<file path="src/rtl/dc_pkg.sv">
// Shared definitions for the digital clock: setting-mode encoding and
// default timing constants used by the set controller and the time datapath.
package dc_pkg;

  // Controller state, also driven out as the 2-bit mode code (3 unused).
  typedef enum logic [1:0] {
    RUN     = 2'd0,
    SET_HR  = 2'd1,
    SET_MIN = 2'd2
  } mode_e;

  localparam int unsigned TICK_DIV_DEF   = 50_000_000;  // clk_50 cycles per second
  localparam int unsigned REPEAT_CYC_DEF = 25_000_000;  // hold delay / auto-repeat period
  localparam int unsigned CNT_W          = 32;          // prescaler and timer width

endpackage

</file>
<file path="src/rtl/btn_sync_edge.sv">
// Button conditioner: 2-flop synchronizer plus registered rising-edge pulse.
// A button already high when reset releases stays disarmed until it has
// been seen low, so a held button never fakes an edge.
//   i_clk      clock
//   i_rst_n    asynchronous active-low reset
//   i_btn      debounced button level, asynchronous to i_clk
//   o_rise     one-cycle pulse, two cycles after the level is first sampled
//   o_level_c  synchronized (and armed) button level
module btn_sync_edge (
  input  logic i_clk,
  input  logic i_rst_n,
  input  logic i_btn,
  output logic o_rise,
  output logic o_level_c
);

  logic r_sync1;
  logic r_sync2;
  logic r_prev;
  logic r_vld1;
  logic r_vld2;
  logic r_armed;
  logic r_rise;

  always_ff @(posedge i_clk or negedge i_rst_n) begin
    if (!i_rst_n) begin
      r_sync1 <= 1'b0;
      r_sync2 <= 1'b0;
      r_prev  <= 1'b0;
      r_vld1  <= 1'b0;
      r_vld2  <= 1'b0;
      r_armed <= 1'b0;
      r_rise  <= 1'b0;
    end else begin
      r_sync1 <= i_btn;
      r_sync2 <= r_sync1;
      r_prev  <= r_sync2;
      // r_vld2 marks r_sync2 as holding a real sample rather than reset zeros
      r_vld1  <= 1'b1;
      r_vld2  <= r_vld1;
      if (r_vld2 && !r_sync2) begin
        r_armed <= 1'b1;
      end
      r_rise  <= r_armed && r_sync2 && !r_prev;
    end
  end

  assign o_rise    = r_rise;
  assign o_level_c = r_armed && r_sync2;

endmodule

</file>
<file path="src/rtl/clock_set_ctrl.sv">
// Digital clock set controller: second prescaler, RUN/SET_HR/SET_MIN mode
// FSM, increment pulses with auto-repeat, and field blink enable.
//   clk_50      sole clock
//   reset       asynchronous active-low reset
//   btn_mode    mode button level (asynchronous)
//   btn_inc     increment button level (asynchronous)
//   sec_tick    one-cycle pulse: advance seconds
//   min_inc     one-cycle pulse: increment minutes
//   hr_inc      one-cycle pulse: increment hours
//   sec_clr     one-cycle pulse: clear seconds
//   mode        0=RUN, 1=SET_HR, 2=SET_MIN
//   blink       blink enable for the field being set
module clock_set_ctrl
  import dc_pkg::*;
#(
  parameter int unsigned TICK_DIV   = TICK_DIV_DEF,
  parameter int unsigned REPEAT_CYC = REPEAT_CYC_DEF
) (
  input  logic       clk_50,
  input  logic       reset,
  input  logic       btn_mode,
  input  logic       btn_inc,
  output logic       sec_tick,
  output logic       min_inc,
  output logic       hr_inc,
  output logic       sec_clr,
  output logic [1:0] mode,
  output logic       blink
);

  localparam logic [CNT_W-1:0] TICK_LAST  = CNT_W'(TICK_DIV - 1);
  localparam logic [CNT_W-1:0] BLINK_LAST = CNT_W'(TICK_DIV / 4 - 1);
  localparam logic [CNT_W-1:0] REP_LAST   = CNT_W'(REPEAT_CYC - 1);

  logic             w_mode_p;
  logic             w_mode_lvl;
  logic             w_inc_p;
  logic             w_inc_lvl;
  logic             w_rep_hit;
  logic             w_inc_fire;

  mode_e            r_mode;
  logic [CNT_W-1:0] r_presc;
  logic [CNT_W-1:0] r_blink_cnt;
  logic [CNT_W-1:0] r_rep;
  logic             r_rep_act;
  logic             r_sec_tick;
  logic             r_min_inc;
  logic             r_hr_inc;
  logic             r_sec_clr;
  logic             r_blink;

  btn_sync_edge u_mode_btn (
    .i_clk     (clk_50),
    .i_rst_n   (reset),
    .i_btn     (btn_mode),
    .o_rise    (w_mode_p),
    .o_level_c (w_mode_lvl)
  );

  btn_sync_edge u_inc_btn (
    .i_clk     (clk_50),
    .i_rst_n   (reset),
    .i_btn     (btn_inc),
    .o_rise    (w_inc_p),
    .o_level_c (w_inc_lvl)
  );

  // Increment request this cycle: fresh press or an auto-repeat interval expiring
  always_comb begin
    w_rep_hit  = r_rep_act && w_inc_lvl && (r_rep == REP_LAST);
    w_inc_fire = w_inc_p || w_rep_hit;
  end

  // Auto-repeat timer: armed by a press in a SET state, cleared by release,
  // RUN, or any mode change (so nothing carries into the next state)
  always_ff @(posedge clk_50 or negedge reset) begin
    if (!reset) begin
      r_rep     <= '0;
      r_rep_act <= 1'b0;
    end else if (r_mode == RUN || w_mode_p || !w_inc_lvl) begin
      r_rep     <= '0;
      r_rep_act <= 1'b0;
    end else if (w_inc_p) begin
      r_rep     <= '0;
      r_rep_act <= 1'b1;
    end else if (r_rep_act) begin
      r_rep     <= w_rep_hit ? '0 : r_rep + CNT_W'(1);
    end
  end

  // Mode FSM with prescaler, blink timer and registered pulse outputs
  always_ff @(posedge clk_50 or negedge reset) begin
    if (!reset) begin
      r_mode      <= RUN;
      r_presc     <= '0;
      r_blink_cnt <= '0;
      r_sec_tick  <= 1'b0;
      r_min_inc   <= 1'b0;
      r_hr_inc    <= 1'b0;
      r_sec_clr   <= 1'b0;
      r_blink     <= 1'b0;
    end else begin
      r_sec_tick <= 1'b0;
      r_min_inc  <= 1'b0;
      r_hr_inc   <= 1'b0;
      r_sec_clr  <= 1'b0;
      case (r_mode)
        RUN: begin
          r_blink     <= 1'b0;
          r_blink_cnt <= '0;
          if (w_mode_p) begin
            // freeze time: prescaler parks at 0 until the next RUN entry
            r_mode  <= SET_HR;
            r_presc <= '0;
            r_blink <= 1'b1;
          end else if (r_presc == TICK_LAST) begin
            r_presc    <= '0;
            r_sec_tick <= 1'b1;
          end else begin
            r_presc <= r_presc + CNT_W'(1);
          end
        end
        SET_HR: begin
          if (w_mode_p) begin
            r_mode      <= SET_MIN;
            r_blink     <= 1'b1;
            r_blink_cnt <= '0;
          end else begin
            r_hr_inc <= w_inc_fire;
            if (r_blink_cnt == BLINK_LAST) begin
              r_blink_cnt <= '0;
              r_blink     <= ~r_blink;
            end else begin
              r_blink_cnt <= r_blink_cnt + CNT_W'(1);
            end
          end
        end
        SET_MIN: begin
          if (w_mode_p) begin
            r_mode      <= RUN;
            r_sec_clr   <= 1'b1;
            r_presc     <= '0;
            r_blink     <= 1'b0;
            r_blink_cnt <= '0;
          end else begin
            r_min_inc <= w_inc_fire;
            if (r_blink_cnt == BLINK_LAST) begin
              r_blink_cnt <= '0;
              r_blink     <= ~r_blink;
            end else begin
              r_blink_cnt <= r_blink_cnt + CNT_W'(1);
            end
          end
        end
        default: begin
          r_mode <= RUN;
        end
      endcase
    end
  end

  assign sec_tick = r_sec_tick;
  assign min_inc  = r_min_inc;
  assign hr_inc   = r_hr_inc;
  assign sec_clr  = r_sec_clr;
  assign mode     = r_mode;
  assign blink    = r_blink;

endmodule
</file>
<file path="config.mk">
export PLATFORM = sky130hd
export DESIGN_NAME = clock_set_ctrl
export DESIGN_NICKNAME = d
export VERILOG_FILES = /design/src/rtl/dc_pkg.sv /design/src/rtl/btn_sync_edge.sv /design/src/rtl/clock_set_ctrl.sv
export SDC_FILE = /design/constraint.sdc
export NUM_CORES = 1
export LEC_CHECK = 0
export CAP_MARGIN = 20
export CORE_MARGIN = 5
export CORE_UTILIZATION = 30
export CTS_BUF_LIST = sky130_fd_sc_hd__clkbuf_8
export DETAILED_ROUTE_END_ITERATION = 16
export SYNTH_ARGS = -nofsm -noshare
export SYNTH_HDL_FRONTEND = slang
export SYNTH_SLANG_ARGS = --single-unit
</file>
<file path="constraint.sdc">
create_clock -name clk_50 -period 3.4 [get_ports clk_50]
set_clock_uncertainty 0.15 [all_clocks]
set_input_delay 0.68 -clock clk_50 [delete_from_list [all_inputs] [get_ports clk_50]]
set_output_delay 0.68 -clock clk_50 [all_outputs]
set_load 0.01 [all_outputs]
</file>
---- Word level (Yosys, flattened, before mapping) ----
Index checks and enable logic that the tools add are counted.
storage, ports and cells
  register bits ........................... 116
  logic and storage cells ................. 88
cells by class
  bitwise logic cells ..................... 1
  add/subtract/negate cells ............... 3
  muxes and demuxes ....................... 29
  equal/unequal tests ..................... 8
  reductions and logical operators ........ 25
operator list
  cell                     number
  $mux W32                 9
  $pmux W32 S2             2
  $add A32 B1 Y32 const B  3
  $eq A32 B24 Y1 const B   1
  $eq A32 B25 Y1 const B   1
  $eq A32 B26 Y1 const B   1
  $mux W1                  13
  $logic_and A1 B1 Y1      8
  $mux W2                  3
  $ne A2 B1 Y1 const B     3
  $pmux W2 S3              1
  $reduce_bool A2 Y1       3
  $reduce_bool A3 Y1       2
  $logic_not A1 Y1         5
  $logic_or A1 B1 Y1       3
  $pmux W1 S3              1
  $reduce_and A3 Y1        1
  $eq A2 B1 Y1 const B     1
  $eq A2 B2 Y1 const B     1
  $logic_not A2 Y1         1
  $reduce_and A2 Y1        1
  $reduce_or A2 Y1         1
  $not A1 Y1               1

---- Depth between registers and ports, before layout ----
Gate-level depths: netlist of the first run.
  depth after elaboration ................. 7
  depth in mapped cells ................... 9
  mapped depth without buffers ............ 7

---- Hierarchy ----
From an unflattened synthesis of the first run, not the netlist that was laid out.
unflattened totals
  cells, all modules ...................... 644
  area, all modules ....................... 6158.4 um^2
modules (own cells, without submodules)
  module          seq. area each (um^2)  area each (um^2)  instances  cells an instance
  clock_set_ctrl  2602.5                 5730.5            1          620
  btn_sync_edge   175.2                  214.0             2          12

---- Worst setup path before layout of the first run ----
OpenSTA, ideal clock, no wires.
  path type ............................... register -> register
  start ................................... register r_mode[0], in the netlist mode[0]
  end ..................................... register r_blink_cnt[29]
  data required time ...................... 3.171 ns
  arrival time ............................ 2.388 ns
  path slack .............................. 0.783 ns
  stages on the path, launching flop included .. 8
  buffers on the path ..................... 2
  cell sequence ........................... dfrtp_1 > ha_1 > or4_1 > clkbuf_2 > or4_1 > clkbuf_2 > or3_1 > a21oi_1
on the way
  word-level cells in the longest chain between the ends .. 3
  elaborated cells between the ends (all ways) .. 6
  those cells by class .................... eq/ne (2); mux (1); reduce/logical (3)
RTL lines
  what                                                line                   text
  start: declaration                                  clock_set_ctrl.sv:42   mode_e r_mode;
  start signal: assignment                            clock_set_ctrl.sv:95   r_mode <= RUN;
  start signal: assignment                            clock_set_ctrl.sv:114  r_mode <= SET_HR;
  start signal: assignment                            clock_set_ctrl.sv:126  r_mode <= SET_MIN;
  $eq A2 B2 Y1 or $eq A2 B1 Y1 (tied branches)        clock_set_ctrl.sv:108  case (r_mode)
  $reduce_or A2 Y1 (no line)                          -
  $pmux W32 S2 or $reduce_bool A2 Y1 (tied branches)  -
  end signal: assignment                              clock_set_ctrl.sv:135  r_blink_cnt <= r_blink_cnt + CNT_W'(1);
  end signal: assignment                              clock_set_ctrl.sv:152  r_blink_cnt <= r_blink_cnt + CNT_W'(1);
  end: declaration                                    clock_set_ctrl.sv:44   logic [CNT_W-1:0] r_blink_cnt;
Parallel ways exist; a longest one is shown, timed or not.
A chain may end at the register's enable or synchronous reset.

---- Final worst setup path of the first run ----
Ends and elaborated chain as after synthesis.

==> impl_metrics.py, run 1 <==
metrics = {
    "grt": {
        "antenna_found_initial": 0,
        "grt_overflow": 0,
        "grt_start_max_net_pins": 53,
        "grt_usage": 0.126,
        "grt_pass1_vias": 4645,
        "grt_pass1_wl_um": 23200,
    },
    "clocking": {
        "clock_latency_ns": 0.43,
        "clk_pin_slew_ns": 0.07,
        "cts_hold_buf": 0,
        "cts.path.max_buffers": 2,
        "ctsResizeCount": 0,
        "cts_max_level": 4,
        "cts_buffers": 17,
        "cts.sinks": 116,
        "root_buffer": "clkbuf_8",
        "cts_setup_buffers": 0,
        "cts_tree": "built",
    },
    "final_layout": {
        "antenna_cells": 0,
        "layout_commonest_cell": "dfrtp_1",
        "finish.net_count": 682,
        "drive_above_1_share": 0.0804,
        "instances_no_fill": 949,
        "area_delta_synth_final_pct": 14.6,
        "layout_common_cells": "dfrtp_1, nor2_1, nand2_1",
    },
    "synthesis": {
        "ys_types": 50,
        "synthCells": 652,
        "synthesis.nets": 663,
        "synth-main-ff-cell": "dfrtp_1",
        "syn_area_mm2": 0.00599,
        "synthArstFlopShare": 1.00,
        "syn_area_per_cell_um2": 9.19,
        "yosys_warnings": 0,
        "yosysSeqAreaShare": 0.485,
        "ys_ff_latch": 116,
        "synth-edff-count": 0,
    },
    "critical_path": {
        "worst_setup_path_end_kind": "flip-flop",
        "r2r-end": "r_blink_cnt[29]$_DFFE_PN0P_",
        "cp-start-kind": "flip-flop",
        "rr_worst_depth": 5,
        "path_cells": "ha_1 -> or4_1 -> or4_1 -> or3_1 -> a21oi_1",
        "slowest_delay_ns": 0.65,
        "cpMostUsedCell": "or4_1",
        "cp_max_fo": 8,
        "crit_path_top_delay_cell": "or4_1",
        "worstPathArrival_ns": 2.88,
        "worstReg2RegStart": "mode[0]$_DFFE_PN0P_",
        "rrSetupSlack_ns": 0.73,
        "required_ns": 3.61,
        "criticalPathCategory": "reg -> reg",
        "path_buf_inv": 0,
        "critPathTopFamily": "simple AND/OR/NAND/NOR gates",
    },
    "job": {
        "max-cap-violations": 0,
    },
    "timing": {
        "finalSetupViolCount": 0,
        "slew_viol_final": 0,
        "rsz0062_at_grt": "no",
        "clock.fmax_mhz": 374,
        "relSlewSlack": 0.308,
        "period_needed_ns": 2.67,
        "period_share": 0.786,
        "finalSetupTns_ns": 0,
        "hold_viol": 0,
        "worst_pin_slew_ns": 1.03,
        "whs_ns": 0.144,
    },
    "outcome": {
        "outcome": "completed",
    },
    "detailed_routing": {
        "drt-total-wl_um": 13400,
        "drt_first_pass_iters": 5,
        "ant_nets": 0,
        "drtIter0Drc": 431,
        "vias": 4919,
        "drc_errors": 0,
        "avgRoutedWirePerCell_um": 14.1,
        "via_per_inst": 5.18,
    },
    "worst_hold_path": {
        "hold_path_class": "in -> async",
    },
    "power": {
        "p_sw_uw": 1270,
        "seqPwrFrac": 0.395,
        "combPwrFrac": 0.251,
        "p_per_area_mw_per_mm2": 554,
        "internal-power_uw": 2530,
        "ir_drop_v": 0.000290,
        "total_power_uw": 3800,
        "power.leakage_uw": 0.00268,
        "clockPowerShare": 0.354,
        "switching_share": 0.334,
    },
    "placement": {
        "portBuffers": 10,
        "hpwl_um": 9090,
        "dp_cells": 917,
        "gp_congestion": 0.800,
    },
    "floorplan": {
        "num_io_pins": 11,
        "fp.dieH_um": 151,
        "core_mm2": 0.0196,
        "die-area_mm2": 0.0229,
        "num_rows": 51,
        "die_w_um": 151,
        "initial_core_util": 0.306,
    },
}
[cells in the mapped netlist (19+ instances only)]
| master | count | area share |
|---|---|---|
| o21ai_0 | 31 | 0.026 |
| dfrtp_1 | 116 | 0.48 |
| a31oi_1 | 26 | 0.027 |
| a21oi_1 | 32 | 0.027 |
| nor4_1 | 24 | 0.025 |
| clkbuf_1 | 19 | 0.012 |
| inv_1 | 23 | 0.014 |
| nor2_1 | 63 | 0.039 |
| nand4_1 | 36 | 0.038 |
| nand2_1 | 56 | 0.035 |
| nand3_1 | 42 | 0.035 |
| xor2_1 | 24 | 0.035 |
[power groups by stage]
stage	registers, uW	clock network (uW)	logic (uW)
6_report	1500	1340	955
5_1_grt	1510	1440	1090
4_1_cts	1500	1380	967
3_5_place_dp	1530	0	961
3_3_place_gp	1530	0	950
2_1_floorplan	1520	0	640
[per-layer routing]
metal,GRT usage,wire [um]
met1,0.174,6770
met2,0.189,5920
met3,0.0341,466
met4,0.0431,200
met5,0,0
[worst register-to-register path: cells and delay by family, from the launching register on]
family / cells / cell delay, ns
compound gates: 1 / 0.14
fa+ha+maj: 1 / 0.25
flops: 1 / 0.43
simple gates: 3 / 1.63
[metrics by stage]
stage | util | instance area, um2 | setup WS, ns
3_3_place_gp | 0.329 | 6440 | 0.765
6_report | 0.350 | 6860 | 0.726
5_1_grt | 0.350 | 6860 | 0.552
3_5_place_dp | 0.329 | 6440 | 0.709
4_1_cts | 0.350 | 6860 | 0.721
2_1_floorplan | - | 5990 | 0.783
[cell families (layout without fill, tap and decap cells)]
kind of cell	after synthesis	after routing	synth area share
compound gates	123	123	0.126
other cells	1	1	0.000626
fa+ha+maj	7	7	0.0146
buf+inv	48	80	0.0313
flops	116	116	0.485
xor+xnor	40	40	0.0585
simple gates	315	315	0.281
mux	2	2	0.00334
[layout make-up]
cell class                      count  area (um2)
Fill cell                        2005       12700
Multi-Input combinational cell    488        2900
Clock inverter                     11         133
Inverter                           23        86.3
Tap cell                          265         332
Sequential cell                   116        2900
Timing Repair Buffer               25         223
Clock buffer                       21         289
[worst max-delay path by stage]
| stage | slack, ns | to | startpoint | depth (start not counted) |
|---|---|---|---|---|
| CTS | 0.72 | r_blink_cnt[29]$_DFFE_PN0P_ | mode[0]$_DFFE_PN0P_ | 5 |
| global placement | 0.76 | r_blink_cnt[31]$_DFFE_PN0P_ | mode[0]$_DFFE_PN0P_ | 5 |
| finish | 0.73 | r_blink_cnt[29]$_DFFE_PN0P_ | mode[0]$_DFFE_PN0P_ | 5 |
| global route | 0.55 | r_rep[30]$_DFFE_PN0P_ | mode[1]$_DFFE_PN0P_ | 7 |
| floorplan | 0.78 | r_blink_cnt[29]$_DFFE_PN0P_ | mode[0]$_DFFE_PN0P_ | 7 |
| detailed placement | 0.71 | r_blink_cnt[29]$_DFFE_PN0P_ | mode[0]$_DFFE_PN0P_ | 5 |
[sequential cells by signal (all words and copies together), names as in the netlist, 2 cells and up]
name / flops
r_blink_cnt: 32
r_presc: 32
r_rep: 32
mode: 2
No activity file was read; power rests on OpenSTA's default activity.
==> inputs of run 2 (changes only) <==
==> constraint.sdc (replaced) <==
create_clock -name clk_50 -period 2.2 [get_ports clk_50]
set_clock_uncertainty 0.15 [all_clocks]
set_input_delay 0.44 -clock clk_50 [delete_from_list [all_inputs] [get_ports clk_50]]
set_output_delay 0.44 -clock clk_50 [all_outputs]
set_load 0.01 [all_outputs]
==> run 2 against run 1 <==
- setup slack lost 0.73 ns
- count of clock-buffer cells in the layout shrank 4
- critical path type unchanged
- largest cell class is now multi-input gates
- sequential share of layout area shrank 5.5 points
- highest routed layer unchanged
- sequential power grew 53%
- die area is the same
- cell count grew 8.7%
- the run now ends with negative setup slack left
- combinational power grew 110%
- worst hold slack gained 0.055 ns
- register-to-register slack lost 0.73 ns
- sequential cell count is the same
==> impl_metrics.py, run 2 (synthesized netlist as in run 1, its figures left out) <==
metrics = {
    "grt": {
        "antenna_found_initial": 0,
        "grt_start_max_net_pins": 36,
        "grt_overflow": 0,
        "grt_pass1_vias": 5090,
        "grt_pass1_wl_um": 25100,
        "grt_usage": 0.136,
    },
    "detailed_routing": {
        "drtIter0Drc": 326,
        "vias": 5301,
        "drc_errors": 0,
        "drt_first_pass_iters": 4,
        "drt-total-wl_um": 14900,
        "via_per_inst": 5.14,
        "avgRoutedWirePerCell_um": 14.5,
        "ant_nets": 0,
    },
    "power": {
        "ir_drop_v": 0.000650,
        "power.leakage_uw": 0.00323,
        "p_per_area_mw_per_mm2": 820,
    },
    "final_layout": {
        "fin_area_mm2": 0.00789,
        "layout_common_cells": "dfrtp_1, buf_4, nor2_1",
        "finish.net_count": 765,
        "drive_above_1_share": 0.236,
        "ff_latch_area_mm2": 0.00291,
        "area_delta_synth_final_pct": 31.7,
        "fill_cells": 1944,
        "reg_top3": "r_blink_cnt x32, r_presc x32, r_rep x32",
        "layout_commonest_cell": "dfrtp_1",
        "multiInputGateArea_mm2": 0.00321,
        "antenna_cells": 0,
    },
    "floorplan": {
        "fp.dieH_um": 151,
        "num_rows": 51,
        "die_w_um": 151,
        "num_io_pins": 11,
        "initial_core_util": 0.306,
        "die-area_mm2": 0.0229,
        "core_mm2": 0.0196,
    },
    "placement": {
        "portBuffers": 10,
        "place_area_mm2": 0.00713,
        "hpwl_um": 10100,
        "dp_slack_ns": -0.0721,
        "gp_congestion": 0.806,
    },
    "job": {
        "max-cap-violations": 0,
    },
    "timing": {
        "period_share": 1.00,
        "period_needed_ns": 2.20,
        "slew_viol_final": 0,
        "clock.fmax_mhz": 454,
        "finalSetupViolCount": 1,
        "setup_slack_ns": -0.00329,
        "hold_viol": 0,
        "rsz0062_at_grt": "yes",
        "whs_ns": 0.199,
    },
    "clocking": {
        "cts.path.max_buffers": 2,
        "clock_latency_ns": 0.45,
        "cts_max_level": 4,
        "root_buffer": "clkbuf_8",
        "cts_tree": "built",
        "cts.sinks": 116,
        "cts_buffers": 17,
        "clk_pin_slew_ns": 0.07,
    },
    "outcome": {
        "outcome": "finished, violations left",
        "failed_checks": "negative setup slack",
    },
    "critical_path": {
        "cp_max_fo": 8,
        "cp-start-kind": "flip-flop",
        "rr_worst_depth": 6,
        "worstReg2RegStart": "r_rep[23]$_DFFE_PN0P_",
        "rrSetupSlack_ns": -0.003,
        "r2r-end": "r_rep[28]$_DFFE_PN0P_",
        "criticalPathCategory": "reg -> reg",
        "worstPathArrival_ns": 2.36,
        "required_ns": 2.35,
        "endpoint": "r_rep[28]$_DFFE_PN0P_",
        "worst_setup_path_end_kind": "flip-flop",
        "startpoint": "r_rep[23]$_DFFE_PN0P_",
    },
    "worst_hold_path": {
        "hold_path_class": "reg -> reg",
    },
}
## run 2: cell count changes in the layout (fill, tap and decap cells not counted), sizes merged
cell         before  now
buf              16   97
clkinv            4    8
clkbuf           21   18
bufinv            3    4
dlygate4sd3       0    1
inv              25   24
## run 2: area by class of cell
class | instances | area share
Multi-Input combinational cell | 488 | 0.407
Timing Repair Buffer | 108 | 0.118
Tap cell | 265 | 0.0420
Clock inverter | 15 | 0.0238
Sequential cell | 116 | 0.368
Inverter | 23 | 0.0109
Clock buffer | 17 | 0.0297
## run 2: critical path, cell delays in order, from the launching register on
cell and delay [ns]:
dfrtp_1 0.40, or4b_4 0.57, nor4_4 0.30, a41oi_4 0.21
buf_12 0.21, a41oi_2 0.13, a31oi_1 0.09
## run 2: worst min path at each step
stage | startpoint | end | slack (ns) | depth (start not counted)
6_report | u_inc_btn.r_vld1$_DFF_PN0_ | u_inc_btn.r_vld2$_DFF_PN0_ | 0.20 | 0
5_1_grt | u_inc_btn.r_vld1$_DFF_PN0_ | u_inc_btn.r_vld2$_DFF_PN0_ | 0.21 | 0
4_1_cts | u_inc_btn.r_vld1$_DFF_PN0_ | u_inc_btn.r_vld2$_DFF_PN0_ | 0.20 | 0
3_5_place_dp | u_inc_btn.r_vld1$_DFF_PN0_ | u_inc_btn.r_vld2$_DFF_PN0_ | 0.18 | 0
3_3_place_gp | u_inc_btn.r_vld1$_DFF_PN0_ | u_inc_btn.r_vld2$_DFF_PN0_ | 0.18 | 0
2_1_floorplan | reset | blink$_DFFE_PN0P_ | -0.006 | 0
## run 2: per-layer routing
| metal | GRT usage | share of wire | vias up |
|---|---|---|---|
| met4 | 0.0499 | 0.012 | 0 |
| met5 | 0 | 0 | - |
| li1 | - | - | 2614 |
| met2 | 0.207 | 0.46 | 99 |
| met3 | 0.0281 | 0.039 | 17 |
| met1 | 0.191 | 0.49 | 2571 |
## run 2: where the power goes
group	internal [uW]	total, uW	leakage [uW]	switching (uW)
Combinational	848	2020	0.00144	1170
Sequential	2220	2300	0.00158	77.8
Clock	1220	2150	0.000215	928
## run 2: stage by stage
| step | cells | util | total power, uW | TNS, ns |
|---|---|---|---|---|
| floorplan | 652 | - | 3360 | -0.614 |
| global placement | 991 | 0.364 | 4220 | -0.181 |
| detailed placement | 991 | 0.364 | 4240 | -0.332 |
| CTS | 1024 | 0.388 | 6430 | 0 |
| global route | 1032 | 0.403 | 6860 | -0.970 |
| finish | 1032 | 0.403 | 6470 | -0.00329 |
## run 2: what timing repair did
| action | CTS | global route |
|---|---|---|
| hold endpoints to repair | 26 | 0 |
| gates resized for setup | 8 | 38 |
| pin swaps | 0 | 12 |
| buffers inserted | 0 | 7 |
| gates cloned | 0 | 1 |
| hold buffers | 1 | 0 |
| endpoints found under the setup margin | 14 | 84 |
